**config.mk**
```make
export PLATFORM = sky130hd
export DESIGN_NAME = mdu
export DESIGN_NICKNAME = d
export VERILOG_FILES = /design/src/rtl/mdu.sv
export SDC_FILE = /design/constraint.sdc
export NUM_CORES = 1
export LEC_CHECK = 0
export BUFFER_PORTS_ARGS = -buffer_cell sky130_fd_sc_hd__buf_2
export CORE_ASPECT_RATIO = 2
export CORE_MARGIN = 5
export CORE_UTILIZATION = 30
export CTS_BUF_LIST = sky130_fd_sc_hd__clkbuf_4 sky130_fd_sc_hd__clkbuf_8
export DETAILED_ROUTE_END_ITERATION = 8
export MAX_ROUTING_LAYER = met4
export PLACE_DENSITY = 0.49
export SLEW_MARGIN = 20
export SYNTH_ARGS = -nofsm -noshare
export SYNTH_HDL_FRONTEND = slang
export SYNTH_SLANG_ARGS = --single-unit
```
**constraint.sdc**
```tcl
create_clock -name clk -period 3.8 [get_ports clk]
set_input_delay 0.38 -clock clk [delete_from_list [all_inputs] [get_ports clk]]
set_output_delay 0.38 -clock clk [all_outputs]
set_load 0.01 [all_outputs]
```
**src/rtl/mdu.sv**
```systemverilog
`default_nettype none
// ============================================================================
// Module      : mdu
// Description : Iterative multiply/divide unit for MULT, MULTU, DIV and DIVU.
//               It owns the architectural HI/LO registers and accepts MTHI and
//               MTLO writes while idle. A shift-add multiply or a restoring
//               divide runs for 32 iterations, followed by one sign-fix cycle.
//
// Ports       : clk        - clock; all state updates on the rising edge
//               rst        - synchronous active-high reset
//               start      - request a new operation (sampled only in IDLE)
//               op         - 00 MULT, 01 MULTU, 10 DIV, 11 DIVU
//               op_a       - rs operand (multiplicand / dividend)
//               op_b       - rt operand (multiplier / divisor)
//               hi_we      - MTHI write enable (honoured only in IDLE)
//               lo_we      - MTLO write enable (honoured only in IDLE)
//               hilo_wdata - MTHI/MTLO write data
//               busy       - high whenever the unit is not IDLE
//               done       - one-cycle pulse after a result is committed
//               hi, lo     - architectural HI/LO registers
//
// Revision    : 1.0 - initial release
// ============================================================================
module mdu (
    input  logic        clk,
    input  logic        rst,
    input  logic        start,
    input  logic [1:0]  op,
    input  logic [31:0] op_a,
    input  logic [31:0] op_b,
    input  logic        hi_we,
    input  logic        lo_we,
    input  logic [31:0] hilo_wdata,
    output logic        busy,
    output logic        done,
    output logic [31:0] hi,
    output logic [31:0] lo
);

    localparam logic [1:0] c_ST_IDLE = 2'd0;
    localparam logic [1:0] c_ST_CALC = 2'd1;
    localparam logic [1:0] c_ST_FIX  = 2'd2;

    localparam logic [5:0] c_LAST_ITER = 6'd31;

    logic [1:0]  r_state;
    logic [5:0]  r_cnt;
    logic        r_is_div;
    logic        r_div_zero;
    logic        r_neg_res;   // result (product or quotient) must be negated
    logic        r_neg_a;     // dividend was negative: remainder takes its sign
    logic [31:0] r_orig_a;    // signed dividend, returned in HI on divide by zero
    logic [31:0] r_opnd;      // multiplicand magnitude or divisor magnitude
    logic [63:0] r_acc;       // mult: {partial product, multiplier}
                              // div : {remainder, dividend/quotient}
    logic [31:0] r_hi;
    logic [31:0] r_lo;
    logic        r_done;

    // ------------------------------------------------------------------------
    // Operand conditioning at start
    // ------------------------------------------------------------------------
    logic        w_signed_op;
    logic        w_a_neg;
    logic        w_b_neg;
    logic [31:0] w_a_mag;
    logic [31:0] w_b_mag;

    assign w_signed_op = ~op[0];
    assign w_a_neg     = w_signed_op & op_a[31];
    assign w_b_neg     = w_signed_op & op_b[31];
    // 0x80000000 maps onto itself, which is the correct unsigned magnitude.
    assign w_a_mag     = w_a_neg ? (32'd0 - op_a) : op_a;
    assign w_b_mag     = w_b_neg ? (32'd0 - op_b) : op_b;

    // ------------------------------------------------------------------------
    // Multiply iteration: add multiplicand to the upper half when the current
    // multiplier bit is set, then shift the whole accumulator right by one.
    // The carry out of the add becomes the new MSB.
    // ------------------------------------------------------------------------
    logic [32:0] w_mul_sum;
    logic [63:0] w_mul_next;

    assign w_mul_sum  = {1'b0, r_acc[63:32]} + (r_acc[0] ? {1'b0, r_opnd} : 33'd0);
    assign w_mul_next = {w_mul_sum, r_acc[31:1]};

    // ------------------------------------------------------------------------
    // Divide iteration: shift the next dividend bit into the remainder and try
    // to subtract the divisor. The shifted remainder needs 33 bits; when the
    // trial succeeds the difference is below the divisor, so 32 bits hold it.
    // ------------------------------------------------------------------------
    logic [32:0] w_div_part;
    logic        w_div_ok;
    logic [31:0] w_div_rem;
    logic [63:0] w_div_next;

    assign w_div_part = r_acc[63:31];
    assign w_div_ok   = (w_div_part >= {1'b0, r_opnd});
    assign w_div_rem  = w_div_part[31:0] - r_opnd;
    assign w_div_next = w_div_ok ? {w_div_rem, r_acc[30:0], 1'b1}
                                 : {r_acc[62:0], 1'b0};

    // ------------------------------------------------------------------------
    // Sign correction applied in FIX
    // ------------------------------------------------------------------------
    logic [63:0] w_prod_fix;
    logic [31:0] w_quot_fix;
    logic [31:0] w_rem_fix;

    assign w_prod_fix = r_neg_res ? (64'd0 - r_acc) : r_acc;
    assign w_quot_fix = r_neg_res ? (32'd0 - r_acc[31:0]) : r_acc[31:0];
    assign w_rem_fix  = r_neg_a   ? (32'd0 - r_acc[63:32]) : r_acc[63:32];

    // ------------------------------------------------------------------------
    // State machine and architectural registers
    // ------------------------------------------------------------------------
    always_ff @(posedge clk) begin
        if (rst) begin
            r_state    <= c_ST_IDLE;
            r_cnt      <= 6'd0;
            r_is_div   <= 1'b0;
            r_div_zero <= 1'b0;
            r_neg_res  <= 1'b0;
            r_neg_a    <= 1'b0;
            r_orig_a   <= 32'd0;
            r_opnd     <= 32'd0;
            r_acc      <= 64'd0;
            r_hi       <= 32'd0;
            r_lo       <= 32'd0;
            r_done     <= 1'b0;
        end else begin
            r_done <= 1'b0;
            case (r_state)
                c_ST_IDLE: begin
                    if (start) begin
                        // start wins over MTHI/MTLO: the result overwrites them.
                        r_is_div   <= op[1];
                        r_div_zero <= (op_b == 32'd0);
                        r_neg_res  <= w_a_neg ^ w_b_neg;
                        r_neg_a    <= w_a_neg;
                        r_orig_a   <= op_a;
                        r_cnt      <= 6'd0;
                        if (op[1]) begin
                            r_opnd <= w_b_mag;
                            r_acc  <= {32'd0, w_a_mag};
                        end else begin
                            r_opnd <= w_a_mag;
                            r_acc  <= {32'd0, w_b_mag};
                        end
                        r_state <= c_ST_CALC;
                    end else begin
                        if (hi_we) begin
                            r_hi <= hilo_wdata;
                        end
                        if (lo_we) begin
                            r_lo <= hilo_wdata;
                        end
                    end
                end

                c_ST_CALC: begin
                    r_acc <= r_is_div ? w_div_next : w_mul_next;
                    r_cnt <= r_cnt + 6'd1;
                    if (r_cnt == c_LAST_ITER) begin
                        r_state <= c_ST_FIX;
                    end
                end

                c_ST_FIX: begin
                    if (!r_is_div) begin
                        r_hi <= w_prod_fix[63:32];
                        r_lo <= w_prod_fix[31:0];
                    end else if (r_div_zero) begin
                        r_hi <= r_orig_a;
                        r_lo <= 32'hFFFF_FFFF;
                    end else begin
                        r_hi <= w_rem_fix;
                        r_lo <= w_quot_fix;
                    end
                    r_done  <= 1'b1;
                    r_state <= c_ST_IDLE;
                end

                default: begin
                    r_state <= c_ST_IDLE;
                end
            endcase
        end
    end

    assign busy = (r_state != c_ST_IDLE);
    assign done = r_done;
    assign hi   = r_hi;
    assign lo   = r_lo;

endmodule
`default_nettype wire

```
# Yosys cells after proc, flatten, opt, wreduce, memory -nomap -nowiden
# Cells that the tools add are included.
# W data, S select, Z words.
# word_totals
in_bits,103
reg_bits,205
elab_cells,71
# classes
bitwise,4
n_eq_ne,8
n_addsub,8
reduce_logical,10
n_lt_le_gt_ge,1
muxes,28
# op_table
op,n
$mux W32,15
$mux W64,4
$pmux W32 S2,2
$pmux W64 S2,1
$sub A1 B32 Y32 const A,4
$sub A1 B64 Y64 const A,1
$add A32 B32 Y33,1
$ge A33 B32 Y1,1
$logic_not A32 Y1,1
$sub A32 B32 Y32,1
$pmux W6 S2,1
$ne A2 B2 Y1 const B,5
$add A6 B1 Y6 const B,1
$eq A6 B5 Y1 const B,1
$mux W6,1
$reduce_and A2 Y1,3
$reduce_and A3 Y1,2
$reduce_bool A2 Y1,3
$mux W2,2
$pmux W2 S2,1
$and A1 B1 Y1,2
$eq A2 B1 Y1 const B,1
$eq A2 B2 Y1 const B,1
$logic_not A2 Y1,1
other kinds (3),3

# Logic depth before layout (Yosys ltp)
# Gate-level depths: netlist of run 1.
# depth
ltp_word,6
ltp_mapped,14
mapped_depth_nobuf,13

# Worst setup path before layout of run 1
# No wires, ideal clock.
# synth_timing
path_kind,flip-flop to flip-flop
start,register r_acc[0]
end,register r_acc[57]
stages_incl_launch_ff,14
period_less_slack_ns,3.867
slack_ns,-0.067
setup_ns,0.122
arrival_ns,3.745
n_path_buf,1
cell_sequence,dfxtp_1 inv_1 clkbuf_1 nor2_1 ha_1 a21oi_1 nor2_1 a211oi_1 a211oi_1 a2111oi_0 o211ai_1 a41oi_1 xnor2_1 a221o_1
# synth_between
elab_chain_cells,4
# synth_rtl
item,line,text
"start, declared",54,logic [63:0] r_acc;
"start signal, assigned",145,"r_acc <= {32'd0, w_a_mag};"
"start signal, assigned",148,"r_acc <= {32'd0, w_b_mag};"
"start signal, assigned",162,r_acc <= r_is_div ? w_div_next : w_mul_next;
$mux W32,84,"assign w_mul_sum = {1'b0, r_acc[63:32]} + (r_acc[0] ? {1'b0, r_opnd} : 33'd0);"
$add A32 B32 Y33,84,
$mux W64,162,
$pmux W64 S2,133,case (r_state)
# No other way between the ends.
# A chain may end at the register's enable or synchronous reset.

# Worst setup path after layout of run 1
# layout_timing
start,register r_acc[3]
end,"register r_hi[19], in the netlist hi[19]"
# layout_between
elab_chain_cells,4
# layout_rtl
item,line,text
$sub A1 B64 Y64,110,assign w_prod_fix = r_neg_res ? (64'd0 - r_acc) : r_acc;
$mux W64,110,
$mux W32,170,if (!r_is_div) begin
$pmux W32 S2,133,
"end signal, assigned",171,r_hi <= w_prod_fix[63:32];
"end signal, assigned",174,r_hi <= r_orig_a;
"end signal, assigned",177,r_hi <= w_rem_fix;
"end, declared",56,logic [31:0] r_hi;
# No other way between the ends.

==> flow_summary.ini, run 1 <==
[synth]
ys_types = 76
syn_area_per_cell_um2 = 7.17
syn_nets = 2515
synth_edf_count = 0
ys_seq_elements = 205
synthFlopType = dfxtp_1
seq_area_frac_synth_pct = 24.5
synth_cells = 2341
syn-cell-area_um2 = 16800
synthArstFlopShare_pct = 0
yosysWarnings = 0

[worst_setup_path]
cp-end-kind = flip-flop
cp-start-kind = flip-flop
cp.arrival_ps = 4100
startpoint = r_acc[3]$_SDFFE_PP0P_
cp_max_fo = 12
worst-setup-path-type = reg2reg
r2r-start = r_acc[3]$_SDFFE_PP0P_
cp.required_ps = 4240

[route]
drtIter0Drc = 1237
drt-total-wl_um = 84800
wl_per_cell_um = 26.2
vias = 18300
drtAntennaViolNets = 0
drc = 0
vias_per_cell = 5.65
firstDrtPassIters = 5

[sta]
setup_viol = 0
tightest_slew_ps = 922
max_freq_mhz = 273
finalHoldViolCount = 0
period_share_pct = 96.4
final.setup.tns_ps = 0
period_needed_ps = 3660
rsz0062_at_grt = no
timing.slew.headroom_pct = 38.4
slew_violations = 0
finClkSkew_ps = 20.0

[placed_design]
gp_congestion = 1.02
placed_area_um2 = 18700
dp_hpwl_um = 67800
io_buffers = 168

[global_route]
grt_max_degree = 123
grt_usage_pct = 27.5
grt_pass1_vias = 18000
antenna_found_initial = 14
grt_first_pass_wirelength_um = 120000
grt_overflow = 0

[clock_network]
postCtsHoldBufs = 0
ctsLongestPathBuffers = 3
clk_latency_ps = 590
clk_pin_slew_ps = 70
h-tree-depth = 2
cts.sinks = 205
cts_setup_buffers = 0
cts_made_buffers = 37
cts_resized = 0
root_buffer = clkbuf_8
cts_tree = done

[worst_hold_path]
hold_start = op_a[29]
hold_path_class = in2reg

[cells_and_area]
final_nets = 2630
fin_area_um2 = 19500
drive_gt1_share_pct = 14.9
area_growth_pct = 16.2
n_fill_cell = 6027

[floorplan]
start_util_pct = 30.3
dieHeight_um = 344
die_width_um = 177
ios = 169
num_rows = 122
die_area_um2 = 61000
coreArea_um2 = 55400

[pwr]
irDropWorstVdd_mv = 0.183
leakagePower_nw = 7.72
powerDensity_nw_per_um2 = 354

[status]
status = finished clean

[run]
cap_viol_max_count = 0
[metal layers]
metal | vias up | share of wire, % | track usage, % | wire, um
li1 | 8663 | - | - | -
met2 | 733 | 50 | 47.7 | 42400
met1 | 8583 | 32 | 24.9 | 26900
met5 | - | 0 | - | 0
met3 | 299 | 5.7 | 4.08 | 4820
met4 | 0 | 13 | 27.7 | 10700
[logic make-up after synthesis]
logic type / after synthesis / share of synthesized area, %
AOI/OAI and AO/OA: 739 / 28.8
xor gates and xnor gates: 192 / 10.0
adders and majority gates: 71 / 5.39
buffers and inverters: 277 / 6.34
DFF: 205 / 24.5
muxes: 64 / 3.86
and+or+nand+nor: 793 / 21.1
[cell type report]
class                      count  area, um^2  area share, %
tap                          744         931           4.78
clock inverter                 8        95.1          0.488
multi-input combinational   1859       11600           59.8
clock buffer                  53         692           3.55
timing repair buffer         274        1680           8.62
inverter                      79         297           1.52
sequential                   205        4110           21.1
antenna                       15        37.5          0.193
[cells in the final DEF, fill, tap and decap left out, types with 25 or more instances in the layout]
cell	count
nand2_1	300
nor2_1	248
a21oi_1	241
dfxtp_1	202
buf_2	167
xnor2_1	118
o21ai_0	116
buf_4	103
inv_1	79
a211oi_1	79
xor2_1	74
ha_1	69
mux2i_1	59
o211ai_1	50
clkbuf_8	47
nor3_1	44
o221ai_1	40
nand3_1	39
a21o_1	32
o31ai_1	31
nand2b_1	25
[sequential cells by signal, indices dropped and copies added, names as in the netlist]
| register | count |
|---|---|
| r_state | 2 |
| r_div_zero | 1 |
| r_is_div | 1 |
| hi | 32 |
| done | 1 |
| r_neg_res | 1 |
| r_opnd | 32 |
| lo | 32 |
| r_neg_a | 1 |
| r_cnt | 6 |
| r_acc | 64 |
| r_orig_a | 32 |
[report_power, final]
| part | internal [mW] | leakage (nW) | switching (mW) |
|---|---|---|---|
| logic | 0.722 | 5.63 | 1.37 |
| registers | 2.28 | 1.68 | 0.149 |
| clock network | 1.30 | 0.410 | 1.07 |
[worst max-delay path: stages, from the launching register on]
cell and delay, ps:
dfxtp_1 310, or4_4 550, or4_4 470, or4_1 500, or3_1 690, o31ai_1 410
xnor2_1 90, o21ai_0 370, a211oi_1 130
[Yosys cell counts (20+ instances only)]
library cell	number	share of area, %
a211oi_1	80	3.6
a21o_1	32	1.4
a21oi_1	241	7.2
clkbuf_1	175	3.9
dfxtp_1	205	24
ha_1	69	5.1
inv_1	79	1.8
mux2i_1	59	3.5
nand2_1	300	6.7
nand2b_1	25	0.93
nand3_1	39	1.2
nand4_1	23	0.86
nor2_1	251	5.6
nor3_1	45	1.3
o211ai_1	50	2.2
o21ai_0	116	3.5
o221ai_1	40	2.1
o31ai_1	31	1.4
or3_1	20	0.75
xnor2_1	118	6.2
xor2_1	74	3.9
[path summary, 6_finish.rpt]
kind / to / slack [ps] / depth (start not counted)
worst min register to register: lo[6]$_SDFFE_PP0P_ / 450 / 2
worst max register to register: hi[19]$_SDFFE_PP0P_ / 140 / 8
worst max-delay path: hi[19]$_SDFFE_PP0P_ / 140 / 8
worst min-delay path: r_orig_a[29]$_SDFFE_PP0P_ / 70 / 3
[through the flow]
step / std cells / hold WS [ps] / util (%) / power (mW) / worst slack [ps]
2_1_floorplan: 2341 / 432 / - / 3.66 / 151
3_3_place_gp: 3161 / 438 / 33.7 / 4.53 / 266
3_5_place_dp: 3161 / 444 / 33.7 / 4.54 / 192
4_1_cts: 3222 / 30.1 / 35.1 / 6.93 / 169
5_1_grt: 3236 / 63.9 / 35.2 / 7.15 / 13.9
6_report: 3237 / 65.0 / 35.2 / 6.89 / 136
No activity file was read; power rests on OpenSTA's default activity.
==> run 2: changes to the inputs <==
CORE_MARGIN = 2   (was 5)
==> flow_summary.ini, run 2 (synthesis gave the netlist of run 1 again) <==
[placed_design]
io_buffers = 168
gp_congestion = 0.997
placed_area_um2 = 18900
dp_hpwl_um = 69400
place_ws_ps = 33.1
dpl.cell_count = 3192

[cells_and_area]
final_nets = 2662
n_fill_cell = 6016
drive_gt1_share_pct = 16.3
largest_reg_flops = 64
final_cell_mix = 300 x nand2_1, 248 x nor2_1, 239 x a21oi_1
fin_area_um2 = 19800
layout_commonest_cell = nand2_1
final_cells = 3266
area_growth_pct = 17.8
regMostFlops = r_acc

[floorplan]
die_width_um = 171
start_util_pct = 30.4
dieHeight_um = 338
ios = 169
die_area_um2 = 57900
coreArea_um2 = 55300
num_rows = 122

[sta]
timing.slew.headroom_pct = 25.7
setup_slack_ps = 120
setup_viol = 0
final.setup.tns_ps = 0
tightest_slew_ps = 1110
max_freq_mhz = 272
period_needed_ps = 3680
finClkSkew_ps = 20.9
rsz0062_at_grt = no
period_share_pct = 96.8
finalHoldViolCount = 0
slew_violations = 0

[pwr]
p_total_mw = 6.99
power.switching_mw = 2.67
seq_power_share_pct = 34.8
powerDensity_nw_per_um2 = 354
switching_share_pct = 38.2
irDropWorstVdd_mv = 0.156
leakagePower_nw = 7.89
p_clk_share_pct = 33.7
p_comb_share_pct = 31.5
internal_power_mw = 4.32

[global_route]
grt_max_degree = 123
antenna_found_initial = 7
grt_first_pass_wirelength_um = 126000
grt_overflow = 0
grt_pass1_vias = 18400
grt_usage_pct = 30.7

[route]
wl_per_cell_um = 26.8
drtAntennaViolNets = 0
drc = 0
vias = 18700
drtIter0Drc = 1395
drt-total-wl_um = 87700
vias_per_cell = 5.72
firstDrtPassIters = 5

[worst_hold_path]
hold_start = hilo_wdata[10]
hold_path_class = in2reg

[worst_setup_path]
r2r-start = r_acc[3]$_SDFFE_PP0P_
crit_end = lo[26]$_SDFFE_PP0P_
regToRegSetupSlack_ps = 120
cp_max_fo = 6
reg2reg_depth = 10
cp-end-kind = flip-flop
cp.required_ps = 4250
cp.arrival_ps = 4130
cp-start-kind = flip-flop
r2r-end = lo[26]$_SDFFE_PP0P_
startpoint = r_acc[3]$_SDFFE_PP0P_
worst-setup-path-type = reg2reg

[clock_network]
ctsLongestPathBuffers = 3
h-tree-depth = 2
clk_latency_ps = 590
cts_setup_buffers = 0
cts_tree = done
cts.sinks = 205
root_buffer = clkbuf_8
clk_pin_slew_ps = 60
cts_made_buffers = 38

[status]
status = finished clean

[run]
cap_viol_max_count = 0
## run 2: cell count changes in the layout (fill, tap and decap cells not counted), moves of 2 or more
cell,previous run,this run
clkinv_2,4,6
buf_4,103,133
a21oi_2,0,2
a21oi_1,241,239
clkbuf_4,6,11
diode_2,15,8
## run 2: worst min-delay path by stage
stage	slack, ps	depth (start not counted)	end
floorplan	430	2	r_opnd[11]$_SDFFE_PP0P_
global placement	440	2	lo[19]$_SDFFE_PP0P_
detailed placement	440	2	lo[22]$_SDFFE_PP0P_
CTS	50	3	r_orig_a[24]$_SDFFE_PP0P_
global route	80	3	r_orig_a[24]$_SDFFE_PP0P_
finish	80	3	hi[10]$_SDFFE_PP0P_
## run 2: through the flow
step / util, % / hold WS, ps
floorplan: - / 432
global placement: 34.2 / 436
detailed placement: 34.2 / 442
CTS: 35.6 / 52.7
global route: 35.7 / 78.5
finish: 35.7 / 81.4
## run 2: final cells by class
type                            instances  area (um^2)  share of cell area, %
Multi-Input combinational cell       1859        11700                   59.1
Sequential cell                       205         4110                   20.8
Timing Repair Buffer                  305         1930                   9.75
Tap cell                              744          931                   4.71
Clock buffer                           57          716                   3.62
Inverter                               79          297                   1.50
Clock inverter                          9         75.1                  0.380
Antenna cell                            8         20.0                  0.101
## run 2: what timing repair did
action	4_1_cts	5_1_grt
endpoints found under the hold margin	0	0
gates resized for setup	0	7
hold buffers	0	0
setup endpoints to repair	0	8
## run 2: power by group through the flow
stage	logic, mW	clock network (mW)	registers, mW
3_3_place_gp	2.16	0	2.47
3_5_place_dp	2.16	0	2.47
2_1_floorplan	1.24	0	2.42
4_1_cts	2.17	2.40	2.43
6_report	2.20	2.36	2.43
5_1_grt	2.35	2.49	2.44
## run 2: critical path, cell delays in order, from the launching register on
cell,delay (ps)
dfxtp_1,310
or4_4,550
or4_4,460
or4_1,590
buf_4,210
or2_2,310
o41ai_2,240
xor2_1,530
a211oi_1,160
a21oi_1,140
nor2_1,50
## run 2: per-layer routing
| layer | global-route usage, % | part of all wire, % | wire (um) | vias to the layer above |
|---|---|---|---|---|
| met3 | 4.13 | 4.4 | 3860 | 329 |
| met2 | 52.6 | 50 | 44200 | 695 |
| li1 | - | - | - | 8707 |
| met5 | - | 0 | 0 | - |
| met4 | 30.0 | 12 | 10800 | 0 |
| met1 | 28.5 | 33 | 28800 | 8940 |
